`config.mk`:
```
export PLATFORM = sky130hd
export DESIGN_NAME = biquad_seq_ctrl_flat
export DESIGN_NICKNAME = d
export VERILOG_FILES = /design/src/rtl/biquad_seq_ctrl_if.sv /design/src/rtl/biquad_seq_ctrl.sv /design/src/flat_wrapper.sv
export SDC_FILE = /design/constraint.sdc
export NUM_CORES = 1
export LEC_CHECK = 0
export ABC_CLOCK_PERIOD_IN_PS = 1800
export CORE_AREA = 8 8 87 70
export DETAILED_ROUTE_END_ITERATION = 6
export DIE_AREA = 0 0 95 78
export GPL_ROUTABILITY_DRIVEN = 0
export PLACE_DENSITY = 0.42
export SKIP_CTS_REPAIR_TIMING = 1
export SLEW_MARGIN = 25
export SYNTH_ARGS = -nofsm -noshare
export SYNTH_HDL_FRONTEND = slang
export SYNTH_SLANG_ARGS = --single-unit
```
`constraint.sdc`:
```
create_clock -name clk -period 1.8 [get_ports clk]
set_input_delay 0.36 -clock clk [delete_from_list [all_inputs] [get_ports clk]]
set_output_delay 0.36 -clock clk [all_outputs]
set_load 0.02 [all_outputs]
```
`src/rtl/biquad_seq_ctrl_if.sv`:
```
// biquad_seq_ctrl_if: control bundle between the biquad sequencer and the
// shared single-multiplier MAC datapath.
//   master : sequencer side (takes the sample tick, drives selects/strobes)
//   slave  : datapath / status side
// Optional: BIQUAD_OVR_CNT_EN adds the ovr_count status field.
interface biquad_seq_ctrl_if;

    // sample tick from the ADC-ready source
    logic       start;

    // MAC operand selects: result = muxZ + muxS * muxC
    logic [2:0] controlS;
    logic [1:0] controlC;
    logic [2:0] controlZ;

    // register load strobes
    logic       ld_uk;
    logic       ld_acum1;
    logic       ld_fk;
    logic       ld_acum2;
    logic       ld_acum3;
    logic       ld_yk;
    logic       shift_en;

    // status
    logic       busy;
    logic       done;
    logic       overrun;
`ifdef BIQUAD_OVR_CNT_EN
    logic [7:0] ovr_count;
`endif

    modport master (
        input  start,
        output controlS,
        output controlC,
        output controlZ,
        output ld_uk,
        output ld_acum1,
        output ld_fk,
        output ld_acum2,
        output ld_acum3,
        output ld_yk,
        output shift_en,
        output busy,
        output done,
        output overrun
`ifdef BIQUAD_OVR_CNT_EN
        , output ovr_count
`endif
    );

    modport slave (
        output start,
        input  controlS,
        input  controlC,
        input  controlZ,
        input  ld_uk,
        input  ld_acum1,
        input  ld_fk,
        input  ld_acum2,
        input  ld_acum3,
        input  ld_yk,
        input  shift_en,
        input  busy,
        input  done,
        input  overrun
`ifdef BIQUAD_OVR_CNT_EN
        , input ovr_count
`endif
    );

endinterface

```
`src/rtl/biquad_seq_ctrl.sv`:
```
// biquad_seq_ctrl: sequencer for the shared single-multiplier direct-form-II
// biquad. One start pulse walks the datapath through the five MAC steps,
// the state shift and a done pulse, producing one output sample yk.
// MUL_LAT (0..7) stretches every MAC step to MUL_LAT+1 cycles so a
// pipelined multiply-add has settled before its result is strobed.
// Optional: define BIQUAD_OVR_CNT_EN to add the 8-bit saturating ovr_count.
//
// state   | meaning
// --------+-----------------------------------------------------------
// IDLE    | waiting for start, all selects and strobes 0
// LOAD_U  | capture new input sample Uk (ld_uk)
// MAC1    | acum1 = Uk    + a1*fk1
// MAC2    | fk    = acum1 + a2*fk2
// MAC3    | acum2 = 0     + b0*fk
// MAC4    | acum3 = acum2 + b1*fk1
// MAC5    | yk    = acum3 + b2*fk2
// SHIFT   | fk2 <= fk1, fk1 <= fk
// DONE    | one-cycle done pulse, yk is valid
module biquad_seq_ctrl #(
    parameter int MUL_LAT = 0
) (
    input  logic              clk,
    input  logic              reset,
    biquad_seq_ctrl_if.master bus
);

    // coefficient select codes
    localparam logic [2:0] S_ZERO = 3'b000;
    localparam logic [2:0] S_A1   = 3'b001;
    localparam logic [2:0] S_A2   = 3'b010;
    localparam logic [2:0] S_B0   = 3'b011;
    localparam logic [2:0] S_B1   = 3'b100;
    localparam logic [2:0] S_B2   = 3'b101;

    // state select codes
    localparam logic [1:0] C_ZERO = 2'b00;
    localparam logic [1:0] C_FK1  = 2'b01;
    localparam logic [1:0] C_FK2  = 2'b10;
    localparam logic [1:0] C_FK   = 2'b11;

    // addend select codes
    localparam logic [2:0] Z_ZERO  = 3'b000;
    localparam logic [2:0] Z_UK    = 3'b001;
    localparam logic [2:0] Z_YK    = 3'b010;
    localparam logic [2:0] Z_ACUM1 = 3'b011;
    localparam logic [2:0] Z_ACUM2 = 3'b100;
    localparam logic [2:0] Z_ACUM3 = 3'b101;

    // last hold count of a MAC step; MUL_LAT outside 0..7 is not supported
    localparam logic [2:0] HOLD_LAST = 3'(MUL_LAT);

    typedef enum logic [3:0] {
        ST_IDLE   = 4'd0,
        ST_LOAD_U = 4'd1,
        ST_MAC1   = 4'd2,
        ST_MAC2   = 4'd3,
        ST_MAC3   = 4'd4,
        ST_MAC4   = 4'd5,
        ST_MAC5   = 4'd6,
        ST_SHIFT  = 4'd7,
        ST_DONE   = 4'd8
    } state_t;

    state_t     state;
    state_t     state_nxt;
    logic [2:0] hold_cnt;
    logic [2:0] hold_cnt_nxt;
    logic       hold_done;
    logic       mac_last_nxt;
    logic       start_ignored;

    // registered outputs and their next values
    logic [2:0] sel_s_q,    sel_s_d;
    logic [1:0] sel_c_q,    sel_c_d;
    logic [2:0] sel_z_q,    sel_z_d;
    logic       ld_uk_q,    ld_uk_d;
    logic       ld_acum1_q, ld_acum1_d;
    logic       ld_fk_q,    ld_fk_d;
    logic       ld_acum2_q, ld_acum2_d;
    logic       ld_acum3_q, ld_acum3_d;
    logic       ld_yk_q,    ld_yk_d;
    logic       shift_q,    shift_d;
    logic       busy_q,     busy_d;
    logic       done_q,     done_d;
    logic       overrun_q;

    assign hold_done     = (hold_cnt == HOLD_LAST);
    assign start_ignored = bus.start && (state != ST_IDLE);

    // next-state and hold counter: MAC steps dwell until the counter hits
    // HOLD_LAST; the counter returns to 0 on every state entry
    always_comb begin
        state_nxt    = state;
        hold_cnt_nxt = '0;
        case (state)
            ST_IDLE: begin
                if (bus.start) begin
                    state_nxt = ST_LOAD_U;
                end
            end
            ST_LOAD_U: state_nxt = ST_MAC1;
            ST_MAC1: begin
                if (hold_done) state_nxt = ST_MAC2;
                else           hold_cnt_nxt = hold_cnt + 3'd1;
            end
            ST_MAC2: begin
                if (hold_done) state_nxt = ST_MAC3;
                else           hold_cnt_nxt = hold_cnt + 3'd1;
            end
            ST_MAC3: begin
                if (hold_done) state_nxt = ST_MAC4;
                else           hold_cnt_nxt = hold_cnt + 3'd1;
            end
            ST_MAC4: begin
                if (hold_done) state_nxt = ST_MAC5;
                else           hold_cnt_nxt = hold_cnt + 3'd1;
            end
            ST_MAC5: begin
                if (hold_done) state_nxt = ST_SHIFT;
                else           hold_cnt_nxt = hold_cnt + 3'd1;
            end
            ST_SHIFT: state_nxt = ST_DONE;
            ST_DONE:  state_nxt = ST_IDLE;
            default:  state_nxt = ST_IDLE;
        endcase
    end

    assign mac_last_nxt = (hold_cnt_nxt == HOLD_LAST);

    // output decode of the upcoming state so the registered outputs line up
    // with the state they describe; a MAC strobe fires only on its last cycle
    always_comb begin
        sel_s_d    = S_ZERO;
        sel_c_d    = C_ZERO;
        sel_z_d    = Z_ZERO;
        ld_uk_d    = 1'b0;
        ld_acum1_d = 1'b0;
        ld_fk_d    = 1'b0;
        ld_acum2_d = 1'b0;
        ld_acum3_d = 1'b0;
        ld_yk_d    = 1'b0;
        shift_d    = 1'b0;
        done_d     = 1'b0;
        busy_d     = (state_nxt != ST_IDLE);
        case (state_nxt)
            ST_LOAD_U: ld_uk_d = 1'b1;
            ST_MAC1: begin
                sel_s_d    = S_A1;
                sel_c_d    = C_FK1;
                sel_z_d    = Z_UK;
                ld_acum1_d = mac_last_nxt;
            end
            ST_MAC2: begin
                sel_s_d = S_A2;
                sel_c_d = C_FK2;
                sel_z_d = Z_ACUM1;
                ld_fk_d = mac_last_nxt;
            end
            ST_MAC3: begin
                sel_s_d    = S_B0;
                sel_c_d    = C_FK;
                sel_z_d    = Z_ZERO;
                ld_acum2_d = mac_last_nxt;
            end
            ST_MAC4: begin
                sel_s_d    = S_B1;
                sel_c_d    = C_FK1;
                sel_z_d    = Z_ACUM2;
                ld_acum3_d = mac_last_nxt;
            end
            ST_MAC5: begin
                sel_s_d = S_B2;
                sel_c_d = C_FK2;
                sel_z_d = Z_ACUM3;
                ld_yk_d = mac_last_nxt;
            end
            ST_SHIFT: shift_d = 1'b1;
            ST_DONE:  done_d  = 1'b1;
            default: ;
        endcase
    end

    // state register and hold counter
    always_ff @(posedge clk) begin
        if (reset) begin
            state    <= ST_IDLE;
            hold_cnt <= '0;
        end else begin
            state    <= state_nxt;
            hold_cnt <= hold_cnt_nxt;
        end
    end

    // output registers; reset drops every strobe on the same edge
    always_ff @(posedge clk) begin
        if (reset) begin
            sel_s_q    <= S_ZERO;
            sel_c_q    <= C_ZERO;
            sel_z_q    <= Z_ZERO;
            ld_uk_q    <= 1'b0;
            ld_acum1_q <= 1'b0;
            ld_fk_q    <= 1'b0;
            ld_acum2_q <= 1'b0;
            ld_acum3_q <= 1'b0;
            ld_yk_q    <= 1'b0;
            shift_q    <= 1'b0;
            busy_q     <= 1'b0;
            done_q     <= 1'b0;
        end else begin
            sel_s_q    <= sel_s_d;
            sel_c_q    <= sel_c_d;
            sel_z_q    <= sel_z_d;
            ld_uk_q    <= ld_uk_d;
            ld_acum1_q <= ld_acum1_d;
            ld_fk_q    <= ld_fk_d;
            ld_acum2_q <= ld_acum2_d;
            ld_acum3_q <= ld_acum3_d;
            ld_yk_q    <= ld_yk_d;
            shift_q    <= shift_d;
            busy_q     <= busy_d;
            done_q     <= done_d;
        end
    end

    // sticky overrun: a start outside IDLE is dropped but remembered
    always_ff @(posedge clk) begin
        if (reset) begin
            overrun_q <= 1'b0;
        end else if (start_ignored) begin
            overrun_q <= 1'b1;
        end
    end

`ifdef BIQUAD_OVR_CNT_EN
    logic [7:0] ovr_count_q;

    // saturating count of dropped start pulses
    always_ff @(posedge clk) begin
        if (reset) begin
            ovr_count_q <= '0;
        end else if (start_ignored && (ovr_count_q != 8'hFF)) begin
            ovr_count_q <= ovr_count_q + 8'd1;
        end
    end

    assign bus.ovr_count = ovr_count_q;
`endif

    assign bus.controlS = sel_s_q;
    assign bus.controlC = sel_c_q;
    assign bus.controlZ = sel_z_q;
    assign bus.ld_uk    = ld_uk_q;
    assign bus.ld_acum1 = ld_acum1_q;
    assign bus.ld_fk    = ld_fk_q;
    assign bus.ld_acum2 = ld_acum2_q;
    assign bus.ld_acum3 = ld_acum3_q;
    assign bus.ld_yk    = ld_yk_q;
    assign bus.shift_en = shift_q;
    assign bus.busy     = busy_q;
    assign bus.done     = done_q;
    assign bus.overrun  = overrun_q;

endmodule

```
`src/flat_wrapper.sv`:
```
// flat-port wrapper written by rule: the top's interface ports become plain ports
module biquad_seq_ctrl_flat 
#(
    parameter int MUL_LAT = 0
)
  (clk, reset, bus_start, bus_controlS, bus_controlC, bus_controlZ, bus_ld_uk, bus_ld_acum1, bus_ld_fk, bus_ld_acum2, bus_ld_acum3, bus_ld_yk, bus_shift_en, bus_busy, bus_done, bus_overrun);
  biquad_seq_ctrl_if bus_i ();
  input  logic clk;
  input  logic reset;
  input wire logic [$bits(bus_i.start)-1:0] bus_start;
  output wire logic [$bits(bus_i.controlS)-1:0] bus_controlS;
  output wire logic [$bits(bus_i.controlC)-1:0] bus_controlC;
  output wire logic [$bits(bus_i.controlZ)-1:0] bus_controlZ;
  output wire logic [$bits(bus_i.ld_uk)-1:0] bus_ld_uk;
  output wire logic [$bits(bus_i.ld_acum1)-1:0] bus_ld_acum1;
  output wire logic [$bits(bus_i.ld_fk)-1:0] bus_ld_fk;
  output wire logic [$bits(bus_i.ld_acum2)-1:0] bus_ld_acum2;
  output wire logic [$bits(bus_i.ld_acum3)-1:0] bus_ld_acum3;
  output wire logic [$bits(bus_i.ld_yk)-1:0] bus_ld_yk;
  output wire logic [$bits(bus_i.shift_en)-1:0] bus_shift_en;
  output wire logic [$bits(bus_i.busy)-1:0] bus_busy;
  output wire logic [$bits(bus_i.done)-1:0] bus_done;
  output wire logic [$bits(bus_i.overrun)-1:0] bus_overrun;
  assign bus_i.start = bus_start;
  assign bus_controlS = bus_i.controlS;
  assign bus_controlC = bus_i.controlC;
  assign bus_controlZ = bus_i.controlZ;
  assign bus_ld_uk = bus_i.ld_uk;
  assign bus_ld_acum1 = bus_i.ld_acum1;
  assign bus_ld_fk = bus_i.ld_fk;
  assign bus_ld_acum2 = bus_i.ld_acum2;
  assign bus_ld_acum3 = bus_i.ld_acum3;
  assign bus_ld_yk = bus_i.ld_yk;
  assign bus_shift_en = bus_i.shift_en;
  assign bus_busy = bus_i.busy;
  assign bus_done = bus_i.done;
  assign bus_overrun = bus_i.overrun;
  biquad_seq_ctrl #(.MUL_LAT(MUL_LAT)) u_core (.clk(clk), .reset(reset), .bus(bus_i));
endmodule
```
==> out/metrics.cfg <==
[global_routing]
grt_max_degree=25
antenna_found_initial=0
grt-ovfl-total=0
grt_pass1_vias=859
gr-usage-all-layers=0.06824
grt_pass1_wl_um=4057

[route]
drc=0
vias_per_cell=4.438
wl_met2_um=1059
dr_wl_met3_um=183
wirelength_um=2507
first_iter_violations=41
vias=892
dr.max_layer_used=met4
routedLengthMet1_um=1221
detail_route.wl_per_cell_um=12.47
ant_nets=0
dr.pass1.iters=4

[placed_design]
hpwl_um=1851
port-buffer-count=20
pre_cts_ws_ns=0.1366
place_area_um2=1326

[layout]
area_growth_pct=27.29
drive_gt1_frac=0.1206
postLayoutCoreUtil=0.2913
fin_nets=147
fillCellCount=501
design_area_um2=1371
diodes=0

[sta]
setup_slack_ns=0.2039
max_freq_mhz=626.5
worst_clock_skew_ns=0.005839
hold_viol_final=0
finalMaxSlewViolations=0
fin_crit_ns=1.596
worst_pin_slew_ns=0.7472
setup_tns_ns=0
hold_slack_ns=0.4966
rsz0062_at_grt=false
finalSetupViolCount=0
fin_crit_sh=0.8867
max_slew_margin=0.5012

[pwr]
power.leakage_uw=0.0004901
pwr_density_cell_nw_per_um2=861.2
irDropWorstVdd_mv=0.3868

[synthesis]
synth_area_leaders=dfxtp_1 (46%), nor2_1 (7.3%), a21oi_1 (3.7%)
synth_edf_count=0
synth_top_area_frac=0.4646
ys_seq_area_frac=0.4646
synth_flop_cell=dfxtp_1
yosysWarnings=0
synth_most_common_cell=dfxtp_1
synth.distinct_cells=35
syn_nets=127
yosys.area.top_type=dfxtp_1
synth_common_cells=dfxtp_1 (25), nor2_1 (21), a21oi_1 (8), nand2_1 (7), buf_2 (6)
syn_inst=122
avgSynthCellArea_um2=8.830
ys_async_sr_fraction=0
syn_area_um2=1077
ys_ff_latch=25

[clocking]
cts_buffers=3
tritoncts=yes
cts_root_buf=clkbuf_8
clk_latency_ns=0.27
cts.sinks=25
h-tree-depth=1
clock_path_buffers=2
cts.clk_slew.worst_paths_ns=0.09

[die]
rows=22
coreArea_um2=4707
die_area_um2=7410
die_height_um=78
start_util=0.2289
dieWidth_um=95
io_pins=21

[critical_path]
critPathMaxFanout=4
crit_type=reg -> reg
cp_data_required_time_ns=1.99
cp-start-kind=flip-flop
setup.worst_path.end_class=flip-flop
cp_data_arrival_time_ns=1.79

[status]
outcome=finished clean

[hold_path]
min_path_type=reg -> reg

[flow_run]
drv.max_cap_violation_count=0

-- state kept, by name (all words and copies together), names as in the netlist, 2 cells and up --
signal / flops
u_core.hold_cnt: 3
u_core.bus.controlS: 3
u_core.bus.controlZ: 3
u_core.bus.controlC: 2
u_core.state: 4
-- per-stage QoR --
stage          instances  power (µW)
4_1_cts              201        1200
2_1_floorplan        122       780.4
3_3_place_gp         197       870.0
6_report             201        1181
5_1_grt              201        1252
3_5_place_dp         197       868.5
-- metal layers --
metal,vias up,track usage
met3,4,0.02500
li1,452,-
met5,-,0
met2,32,0.1047
met1,404,0.08562
met4,0,0.02333
-- power breakdown --
group | leakage (µW) | total [µW] | internal (µW) | switching (µW)
Combinational | 0.000264 | 241 | 104 | 137
Clock | 0.0000228 | 326 | 158 | 168
Sequential | 0.000203 | 614 | 587 | 27.7
-- worst max-delay path, stage by stage, from the launching register on --
cell and delay, ns:
dfxtp_1 0.41, inv_1 0.06, ha_1 0.33, nand2b_1 0.16
o22ai_2 0.22, nand3_1 0.17, nor3_2 0.16
-- path summary, 6_finish.rpt --
path	start	cells past startpoint	slack [ns]	endpoint
worst max-delay path	u_core.hold_cnt[0]$_SDFF_PP0_	6	0.20	u_core.bus.ld_acum3$_SDFF_PP0_
worst min-delay path	u_core.bus.overrun$_SDFFE_PP0P_	2	0.50	u_core.bus.overrun$_SDFFE_PP0P_
worst max register to register	u_core.hold_cnt[0]$_SDFF_PP0_	6	0.20	u_core.bus.ld_acum3$_SDFF_PP0_
worst min register to register	u_core.bus.overrun$_SDFFE_PP0P_	2	0.50	u_core.bus.overrun$_SDFFE_PP0P_
-- layout by cell type (no fill, tap or decap), types with 4 or more instances in the layout --
cell | synthesis | final
nand2_1 | 7 | 7
clkdlybuf4s50_1 | 0 | 20
nand3_1 | 4 | 4
a31oi_1 | 5 | 5
o21ai_1 | 4 | 4
o21ai_0 | 4 | 4
dfxtp_1 | 25 | 25
nor2_1 | 21 | 21
a21oi_1 | 8 | 8
-- area by class of cell --
cell class	instances	area [µm²]	area share
Multi-Input combinational cell	85	513.0	0.3741
Sequential cell	25	500.5	0.3650
Timing Repair Buffer	23	222.7	0.1624
Tap cell	60	75.07	0.05474
Clock buffer	4	45.04	0.03285
Inverter	4	15.01	0.01095
-- logic make-up (layout without fill, tap and decap cells) --
group,after synthesis,after routing,synth area share
AOI/OAI and AO/OA,25,25,0.1371
muxes,1,1,0.009292
buffers and inverters,12,31,0.05923
adders and majority gates,2,2,0.02323
xor gates and xnor gates,2,2,0.01626
DFF,25,25,0.4646
and+or+nand+nor,55,55,0.2904
No activity file was read; power rests on OpenSTA's default activity.
